==> src/rtl/uart_ctrl_if.sv <==
// uart_ctrl_if: frame request/done and received-byte handshake between uart_ctrl and the uart_tx/uart_rx cores
interface uart_ctrl_if #(parameter int DATA_WIDTH = 8);
  logic                  o_tx_start;
  logic [DATA_WIDTH-1:0] o_tx_byte;
  logic                  i_tx_done;
  logic                  i_rx_valid;
  logic [DATA_WIDTH-1:0] i_rx_byte;
  modport master (output o_tx_start, o_tx_byte, input i_tx_done, i_rx_valid, i_rx_byte);
  modport slave (input o_tx_start, o_tx_byte, output i_tx_done, i_rx_valid, i_rx_byte);
endinterface

==> src/rtl/uart_ctrl.sv <==
// uart_ctrl: debounced button/LED front end that sequences uart_tx frames and tallies uart_rx bytes
module uart_ctrl #(
  parameter int DATA_WIDTH      = 8,
  parameter int SW_WIDTH        = 4,
  parameter int DEBOUNCE_CYCLES = 1250000,
  parameter int STRETCH_CYCLES  = 12500000,
  parameter int GAP_CYCLES      = 125000,
  parameter int CNT_WIDTH       = 8
) (
  input  logic                  sysclk,
  input  logic                  rst_n,
  input  logic [3:0]            btn,
  input  logic [SW_WIDTH-1:0]   sw,
  uart_ctrl_if.master           bus,
  output logic                  o_rx_en,
  output logic [DATA_WIDTH-1:0] o_rx_last,
  output logic [CNT_WIDTH-1:0]  o_tx_count,
  output logic [CNT_WIDTH-1:0]  o_rx_count,
  output logic                  o_mode_rpt,
  output logic                  o_led5_r,
  output logic                  o_led5_g,
  output logic                  o_led5_b,
  output logic                  o_led6_r,
  output logic                  o_led6_g,
  output logic                  o_led6_b
);
  localparam int DB_W  = $clog2(DEBOUNCE_CYCLES + 1);
  localparam int GAP_W = $clog2(GAP_CYCLES + 1);
  localparam int ST_W  = $clog2(STRETCH_CYCLES + 1);
  typedef enum logic [1:0] {IDLE, START, WAIT, GAP} state_t;
  state_t           state;
  logic [3:0]       press;
  logic             tx_on, rx_on, tx_evt, rx_evt, gap_end, launch;
  logic [GAP_W-1:0] gap_cnt;
  logic [ST_W-1:0]  tx_st, rx_st;
  for (genvar b = 0; b < 4; b++) begin : g_db
    logic            s1, s2, lvl, p, flip;
    logic [DB_W-1:0] cnt;
    assign flip = s2 != lvl && cnt == DB_W'(DEBOUNCE_CYCLES - 1);
    assign press[b] = p;
    always_ff @(posedge sysclk or negedge rst_n)
      if (!rst_n) begin
        {s1, s2, lvl, p} <= '0;
        cnt <= '0;
      end else begin
        s1 <= btn[b];
        s2 <= s1;
        cnt <= (s2 == lvl || flip) ? '0 : cnt + 1'b1;
        lvl <= lvl ^ flip;
        p <= flip && s2;
      end
  end
  assign tx_evt  = state == WAIT && bus.i_tx_done;
  assign rx_evt  = bus.i_rx_valid && rx_on;
  assign gap_end = state == GAP && gap_cnt == GAP_W'(GAP_CYCLES);
  // one term covers both IDLE->START and GAP->START
  assign launch  = tx_on && (state == IDLE ? o_mode_rpt || press[1] : gap_end && o_mode_rpt);
  always_ff @(posedge sysclk or negedge rst_n)
    if (!rst_n) begin
      state <= IDLE;
      bus.o_tx_start <= 1'b0;
      bus.o_tx_byte <= '0;
      o_tx_count <= '0;
      gap_cnt <= '0;
      tx_on <= 1'b0;
      rx_on <= 1'b0;
      o_mode_rpt <= 1'b0;
    end else begin
      tx_on <= tx_on ^ press[2];
      rx_on <= rx_on ^ press[3];
      o_mode_rpt <= o_mode_rpt ^ press[0];
      bus.o_tx_start <= launch;
      if (launch) bus.o_tx_byte <= DATA_WIDTH'(sw);
      if (tx_evt) o_tx_count <= o_tx_count + 1'b1;
      gap_cnt <= state == GAP ? gap_cnt + 1'b1 : '0;
      state <= launch ? START :
               state == START ? WAIT :
               tx_evt ? (tx_on && o_mode_rpt ? GAP : IDLE) :
               gap_end ? IDLE : state;
    end
  always_ff @(posedge sysclk or negedge rst_n)
    if (!rst_n) begin
      o_rx_last <= '0;
      o_rx_count <= '0;
      tx_st <= '0;
      rx_st <= '0;
    end else begin
      if (rx_evt) o_rx_last <= bus.i_rx_byte;
      if (rx_evt) o_rx_count <= o_rx_count + 1'b1;
      tx_st <= tx_evt ? ST_W'(STRETCH_CYCLES) : tx_st != '0 ? tx_st - 1'b1 : '0;
      rx_st <= rx_evt ? ST_W'(STRETCH_CYCLES) : rx_st != '0 ? rx_st - 1'b1 : '0;
    end
  assign o_rx_en  = rx_on;
  assign o_led5_r = ~tx_on;
  assign o_led5_g = tx_on;
  assign o_led5_b = tx_st != '0;
  assign o_led6_r = ~rx_on;
  assign o_led6_g = rx_on;
  assign o_led6_b = rx_st != '0;
endmodule

==> src/flat_wrapper.sv <==
// flat-port wrapper written by rule: the top's interface ports become plain ports
module uart_ctrl_flat 
#(
  parameter int DATA_WIDTH      = 8,
  parameter int SW_WIDTH        = 4,
  parameter int DEBOUNCE_CYCLES = 1250000,
  parameter int STRETCH_CYCLES  = 12500000,
  parameter int GAP_CYCLES      = 125000,
  parameter int CNT_WIDTH       = 8
)
  (sysclk, rst_n, btn, sw, o_rx_en, o_rx_last, o_tx_count, o_rx_count, o_mode_rpt, o_led5_r, o_led5_g, o_led5_b, o_led6_r, o_led6_g, o_led6_b, bus_o_tx_start, bus_o_tx_byte, bus_i_tx_done, bus_i_rx_valid, bus_i_rx_byte);
  uart_ctrl_if #(.DATA_WIDTH(DATA_WIDTH)) bus_i ();
  input  logic sysclk;
  input  logic rst_n;
  input  logic [3:0] btn;
  input  logic [SW_WIDTH-1:0] sw;
  output logic o_rx_en;
  output logic [DATA_WIDTH-1:0] o_rx_last;
  output logic [CNT_WIDTH-1:0] o_tx_count;
  output logic [CNT_WIDTH-1:0] o_rx_count;
  output logic o_mode_rpt;
  output logic o_led5_r;
  output logic o_led5_g;
  output logic o_led5_b;
  output logic o_led6_r;
  output logic o_led6_g;
  output logic o_led6_b;
  output wire logic [$bits(bus_i.o_tx_start)-1:0] bus_o_tx_start;
  output wire logic [$bits(bus_i.o_tx_byte)-1:0] bus_o_tx_byte;
  input wire logic [$bits(bus_i.i_tx_done)-1:0] bus_i_tx_done;
  input wire logic [$bits(bus_i.i_rx_valid)-1:0] bus_i_rx_valid;
  input wire logic [$bits(bus_i.i_rx_byte)-1:0] bus_i_rx_byte;
  assign bus_o_tx_start = bus_i.o_tx_start;
  assign bus_o_tx_byte = bus_i.o_tx_byte;
  assign bus_i.i_tx_done = bus_i_tx_done;
  assign bus_i.i_rx_valid = bus_i_rx_valid;
  assign bus_i.i_rx_byte = bus_i_rx_byte;
  uart_ctrl #(.DATA_WIDTH(DATA_WIDTH), .SW_WIDTH(SW_WIDTH), .DEBOUNCE_CYCLES(DEBOUNCE_CYCLES), .STRETCH_CYCLES(STRETCH_CYCLES), .GAP_CYCLES(GAP_CYCLES), .CNT_WIDTH(CNT_WIDTH)) u_core (.sysclk(sysclk), .rst_n(rst_n), .btn(btn), .sw(sw), .bus(bus_i), .o_rx_en(o_rx_en), .o_rx_last(o_rx_last), .o_tx_count(o_tx_count), .o_rx_count(o_rx_count), .o_mode_rpt(o_mode_rpt), .o_led5_r(o_led5_r), .o_led5_g(o_led5_g), .o_led5_b(o_led5_b), .o_led6_r(o_led6_r), .o_led6_g(o_led6_g), .o_led6_b(o_led6_b));
endmodule
==> config.mk <==
export PLATFORM = sky130hd
export DESIGN_NAME = uart_ctrl_flat
export DESIGN_NICKNAME = d
export VERILOG_FILES = /design/src/rtl/uart_ctrl_if.sv /design/src/rtl/uart_ctrl.sv /design/src/flat_wrapper.sv
export SDC_FILE = /design/constraint.sdc
export NUM_CORES = 1
export LEC_CHECK = 0
export CORE_MARGIN = 4
export CORE_UTILIZATION = 50
export CTS_BUF_LIST = sky130_fd_sc_hd__clkbuf_4 sky130_fd_sc_hd__clkbuf_8 sky130_fd_sc_hd__clkbuf_16
export DETAILED_ROUTE_END_ITERATION = 8
export HOLD_SLACK_MARGIN = 0.05
export PLACE_DENSITY_LB_ADDON = 0.2
export REMOVE_ABC_BUFFERS = 1
export SYNTH_ARGS = -nofsm -noshare
export SYNTH_HDL_FRONTEND = slang
export SYNTH_SLANG_ARGS = --single-unit
==> constraint.sdc <==
create_clock -name sysclk -period 3.85 [get_ports sysclk]
set_clock_uncertainty 0.1 [all_clocks]
set_input_delay 0.77 -clock sysclk [delete_from_list [all_inputs] [get_ports sysclk]]
set_output_delay 0.77 -clock sysclk [all_outputs]
set_load 0.05 [all_outputs]
# Word-level counts from Yosys, hierarchy flattened
# Index checks and enable logic that the tools add are counted.
word_totals:
  ff_bits: 199
  input_bits: 20
  output_inout_bits: 41
  word_cells: 104
op_classes:
  add_sub_neg: 9
  eq_ne: 16
  mux: 15
  n_bitwise: 9
  reduce_logical: 23
op_table:
  columns: ["operator", "count"]
  rows:
  - ["2-to-1 mux 24 bit", 4]
  - ["adder 21 x 1 -> 21 bit, second input constant", 4]
  - ["== test 21 bit, second input constant", 4]
  - ["2-to-1 mux 21 bit", 4]
  - ["nonzero test 24 bit", 2]
  - ["subtractor 24 x 1 -> 24 bit, second input constant", 2]
  - ["adder 17 x 1 -> 17 bit, second input constant", 1]
  - ["== test 17 bit, second input constant", 1]
  - ["2-to-1 mux 17 bit", 1]
  - ["adder 8 x 1 -> 8 bit, second input constant", 2]
  - ["logical AND 1 bit", 14]
  - ["2-to-1 mux 2 bit", 5]
  - ["bitwise XOR 1 bit", 7]
  - ["logical OR 1 bit", 5]
  - ["== test 1 bit", 4]
  - ["== test 2 bit, second input constant", 2]
  - ["inequality test 1 bit", 4]
  - ["nonzero test 4 bit", 1]
  - ["== test 2 x 1 -> 1 bit, second input constant", 1]
  - ["zero test 2 bit", 1]
  - ["NOT 1 bit", 2]
  - ["2-to-1 mux 1 bit", 1]

# Longest topological paths before layout
depth:
  word_depth: 6
  depth_mapped: 9
  mapped_depth_nobuf: 7

# Worst setup path before layout
# Ideal clock, no wire load.
synth_path:
  path_kind: "register -> output"
  startpoint: "reg u_core.tx_st[15]"
  endpoint: "out o_led5_b"
  arrival_ns: 1.965
  required_time_ns: 2.980
  path_slack_ns: 1.015
  path_stages_with_launch: 7
  path_buffers: 2
  path_cell_list: "dfrtp_1 -> or4_1 -> clkbuf_1 -> or3_1 -> nor3_1 -> buf_2 -> inv_1"
synth_between:
  elab_chain_cells: 1
synth_rtl:
  columns: ["element", "line_no", "rtl"]
  rows:
  - ["from (decl)", "uart_ctrl.sv:35", "logic [ST_W-1:0] tx_st, rx_st;"]
  - ["from (signal assigned)", "uart_ctrl.sv:90", "tx_st <= tx_evt ? ST_W'(STRETCH_CYCLES) : tx_st != '0 ? tx_st - 1'b1 : '0;"]
  - ["nonzero test 24 bit", "uart_ctrl.sv:96", "assign o_led5_b = tx_st != '0;"]
  - ["to (decl)", "flat_wrapper.sv:24", "output logic o_led5_b;"]
# Every way passes these cells.

# Worst setup path in the final report
layout_path:
  startpoint: "reg u_core.rx_st[18]"
  endpoint: "out o_led6_b"
layout_between:
  elab_chain_cells: 1
layout_rtl:
  columns: ["element", "line_no", "rtl"]
  rows:
  - ["from (decl)", "uart_ctrl.sv:35", null]
  - ["from (signal assigned)", "uart_ctrl.sv:91", "rx_st <= rx_evt ? ST_W'(STRETCH_CYCLES) : rx_st != '0 ? rx_st - 1'b1 : '0;"]
  - ["nonzero test 24 bit", "uart_ctrl.sv:99", "assign o_led6_b = rx_st != '0;"]
  - ["to (decl)", "flat_wrapper.sv:27", "output logic o_led6_b;"]
# Every way passes these cells.

==> results.yml <==
worst_setup_path:
  arrival_ps: 2500
  crit_path_end_kind: "primary output"
  timing.rr.start: "u_core.tx_st[15]"
  crit_required_ps: 2980
  cp-start-kind: "flop"
  rrSetupSlack_ps: 1250
  max_stage_delay_ps: 410
  rr_worst_depth: 6
  cp_slowest_cell: "dfrtp_1"
  cp_cell_sequence: "or3_1, or2_1, or3_1, nor2_1, inv_1, dlymetal6s2s_1"
  critPathKind: "reg -> out"
  r2r_end: "u_core.tx_st[6]"
  cp-startpoint: "u_core.rx_st[18]"
  worst-path-max-fanout: 5
  path_buf_inv: 2
  critical-path-top-delay-family: "simple AND/OR/NAND/NOR gates"
  crit_path_frequent_cell: "or3_1"
grt:
  overflow: 0
  grt_pass1_vias: 6186
  grt_util_met2: 0.266
  grt_use_total: 0.168
  grt_max_degree: 82
  gr-usage-met3: 0.0379
  grtUsageMet1: 0.234
  antenna_found_initial: 0
  grt_pass1_wl_um: 28500
  grt-busiest-layer: "met2"
logic_synthesis:
  syn-cell-area_um2: 9220
  async_flop_share: 1.00
  ys_ff_latch: 199
  synth_edf_count: 0
  yosys.area_share.simple: 0.247
  synth_compound_area_frac: 0.0255
  synthXorXnorAreaFrac: 0.135
  yosys-top-cells-area: "dfrtp_1, xnor2_1, xor2_1"
  synth_ff_type: "dfrtp_1"
  synth_cells: 909
  yosys_warnings: 0
  synth_area_leader_cell: "dfrtp_1"
  synth_cell_types: 49
  synth_top_family_by_area: "simple AND/OR/NAND/NOR gates"
  syn_avg_cell_area_um2: 10.1
  muxShareOfSynthArea: 0.0141
  netlist.area_leader.share: 0.540
  synth-seq-area-share: 0.540
  synthAdderAreaFrac: 0.0136
floorplanning:
  dieArea_um2: 20700
  initial_core_util: 0.511
  core_area_um2: 18000
  rows: 49
  die_width_um: 144
  io_pins: 61
  die_h_um: 144
timing:
  tightest_slew_ps: 883
  rsz0062_at_grt: "false"
  post-route-period-util: 0.875
  setup_viol: 0
  hold_viol_final: 0
  setup_ws_ps: 482
  maxSlewViolCount: 0
  setup_tns_ps: 0
  fmax_ghz: 0.297
  relSlewSlack: 0.406
  period_needed_ps: 3370
cts:
  numCtsBuffers: 17
  clock_latency_ps: 430
  cts-root-buf: "clkbuf_16"
  cts_sinks: 199
  cts_tree: "yes"
  path_clk_slew_ps: 70
  clockBufferDepth: 2
  cts_setup_buffers: 0
  h-tree-depth: 4
routing:
  dr.pass1.iters: 4
  ant_nets: 0
  routed_wl_um: 16400
  drc: 0
  drt_iter0_drc: 347
  num_vias: 6392
  routed_via_density: 5.31
  wire_per_inst_um: 13.6
outcome:
  status: "finished, final reports clean"
power:
  p_leak_uw: 0.00442
  report.power.total_uw: 4070
  irDropWorstVdd_mv: 0.395
  power_density_nw_per_um2: 384
placement:
  pre_cts_slack_ps: 535
  portBuffers: 56
  routabilityCongestion: 0.824
  dp_hpwl_um: 11100
  placed_cell_area_um2: 9990
finish:
  finalNetCount: 993
  area_growth_pct: 15.1
  diodes: 0
  final_core_util: 0.588
  layout-drive-gt1-share: 0.0575
  fin_area_um2: 10600
min_path:
  hold_start: "u_core.g_db[0].s1"
  min_delay_path_depth: 0
  hold_class: "reg -> reg"
  hold_path_end: "u_core.g_db[0].s2"
flow_run:
  max-cap-violations: 0
## synth_stat cells, types with 8 or more instances
cell type / number
or3_1: 8
xnor2_1: 73
o21ai_1: 8
mux2_2: 8
dfrtp_1: 199
inv_1: 21
ha_1: 10
xor2_1: 69
nand3_1: 41
nor4_1: 19
nor3_1: 30
and3_1: 21
nand4_1: 35
nor2_1: 153
clkbuf_1: 21
nand2_1: 90
or4_1: 12
o21ai_0: 10
a21oi_1: 10
nor4b_1: 10
## timing repair
| item | 4_1_cts | 5_1_grt |
|---|---|---|
| resized for setup | 0 | 1 |
| endpoints found under the setup margin | 0 | 1 |
| hold buffers | 0 | 0 |
## through the flow
step / hold slack, ps / cells
2_1_floorplan: 231 / 882
3_3_place_gp: 235 / 1173
3_5_place_dp: 236 / 1173
4_1_cts: 251 / 1203
5_1_grt: 262 / 1203
6_report: 253 / 1203
## worst reg2reg max path: stages (launching register included)
cell and delay (ps):
dfrtp_1 420, or4_1 640, or3_1 410, nor3_1 260, buf_4 230, nand2b_1 310
nor2_1 90
## cells in the final DEF (no fill, tap or decap), types with 2 or more instances in the layout
cell             count
dfrtp_1            199
nor2_1             153
nand2_1             90
xnor2_1             73
xor2_1              69
clkdlybuf4s50_1     53
nand3_1             41
nand4_1             35
nor3_1              30
inv_1               21
and3_1              21
nor4_1              19
clkbuf_16           17
or4_1               12
nor4b_1             10
o21ai_0             10
a21oi_1             10
ha_1                10
or3_1                8
o21ai_1              8
mux2_2               8
and4_1               6
buf_4                6
and2_1               5
nor3b_1              5
clkbuf_8             5
mux2i_1              4
conb_1               4
or2_2                3
o31ai_1              3
bufinv_16            3
nor4_2               2
nor3_2               2
nand2b_1             2
or2_1                2
nor4_4               2
a211o_1              2
clkinvlp_4           2
clkbuf_4             2
## final cells by class
| type | count | area (µm²) |
|---|---|---|
| clock buffer | 23 | 495 |
| clock inverter | 7 | 119 |
| fill | 1533 | 7420 |
| inverter | 21 | 78.8 |
| multi-input combinational | 662 | 4020 |
| sequential | 199 | 4980 |
| tap | 229 | 287 |
| timing repair buffer | 62 | 622 |
## flip-flops by register name, indices dropped and copies added, names as in the netlist, named ones only
signal and flops:
u_core.o_tx_count 8, u_core.rx_st 24, u_core.g_db.cnt 84, u_core.o_rx_count 8, u_core.g_db.s2 4, u_core.o_led5_g 1, u_core.o_mode_rpt 1, u_core.gap_cnt 17
u_core.g_db.s1 4, u_core.state 2, u_core.bus.o_tx_start 1, u_core.o_rx_last 8, u_core.o_led6_g 1, u_core.tx_st 24, u_core.bus.o_tx_byte 4, u_core.g_db.p 4
## worst max path at each step
stage	to	cells past startpoint	slack (ps)
after global routing	o_led6_b	6	320
after detailed placement	o_led6_b	6	530
after global placement	o_led6_b	6	520
after CTS	o_led6_b	6	40
after floorplan	o_led5_b	4	650
final	o_led6_b	6	480
## where the power goes
group	switching [µW]	total (µW)	leakage [µW]	internal (µW)
combinational	78.3	114	0.00158	35.5
clock	737	1840	0.000298	1100
sequential	13.5	2120	0.00254	2110
## logic make-up after synthesis
logic type | Yosys count
buf+inv | 51
mux | 12
flops | 199
other cells | 1
simple gates | 454
compound gates | 40
fa+ha+maj | 10
xor+xnor | 142
## per-layer routing
metal  vias to the layer above  share of wire
met1                      3098           0.49
met3                        12          0.033
met4                         0         0.0066
met2                        80           0.47
li1                       3202              -
met5                         -              0
Note: power is estimated with default switching activity, not from simulation.
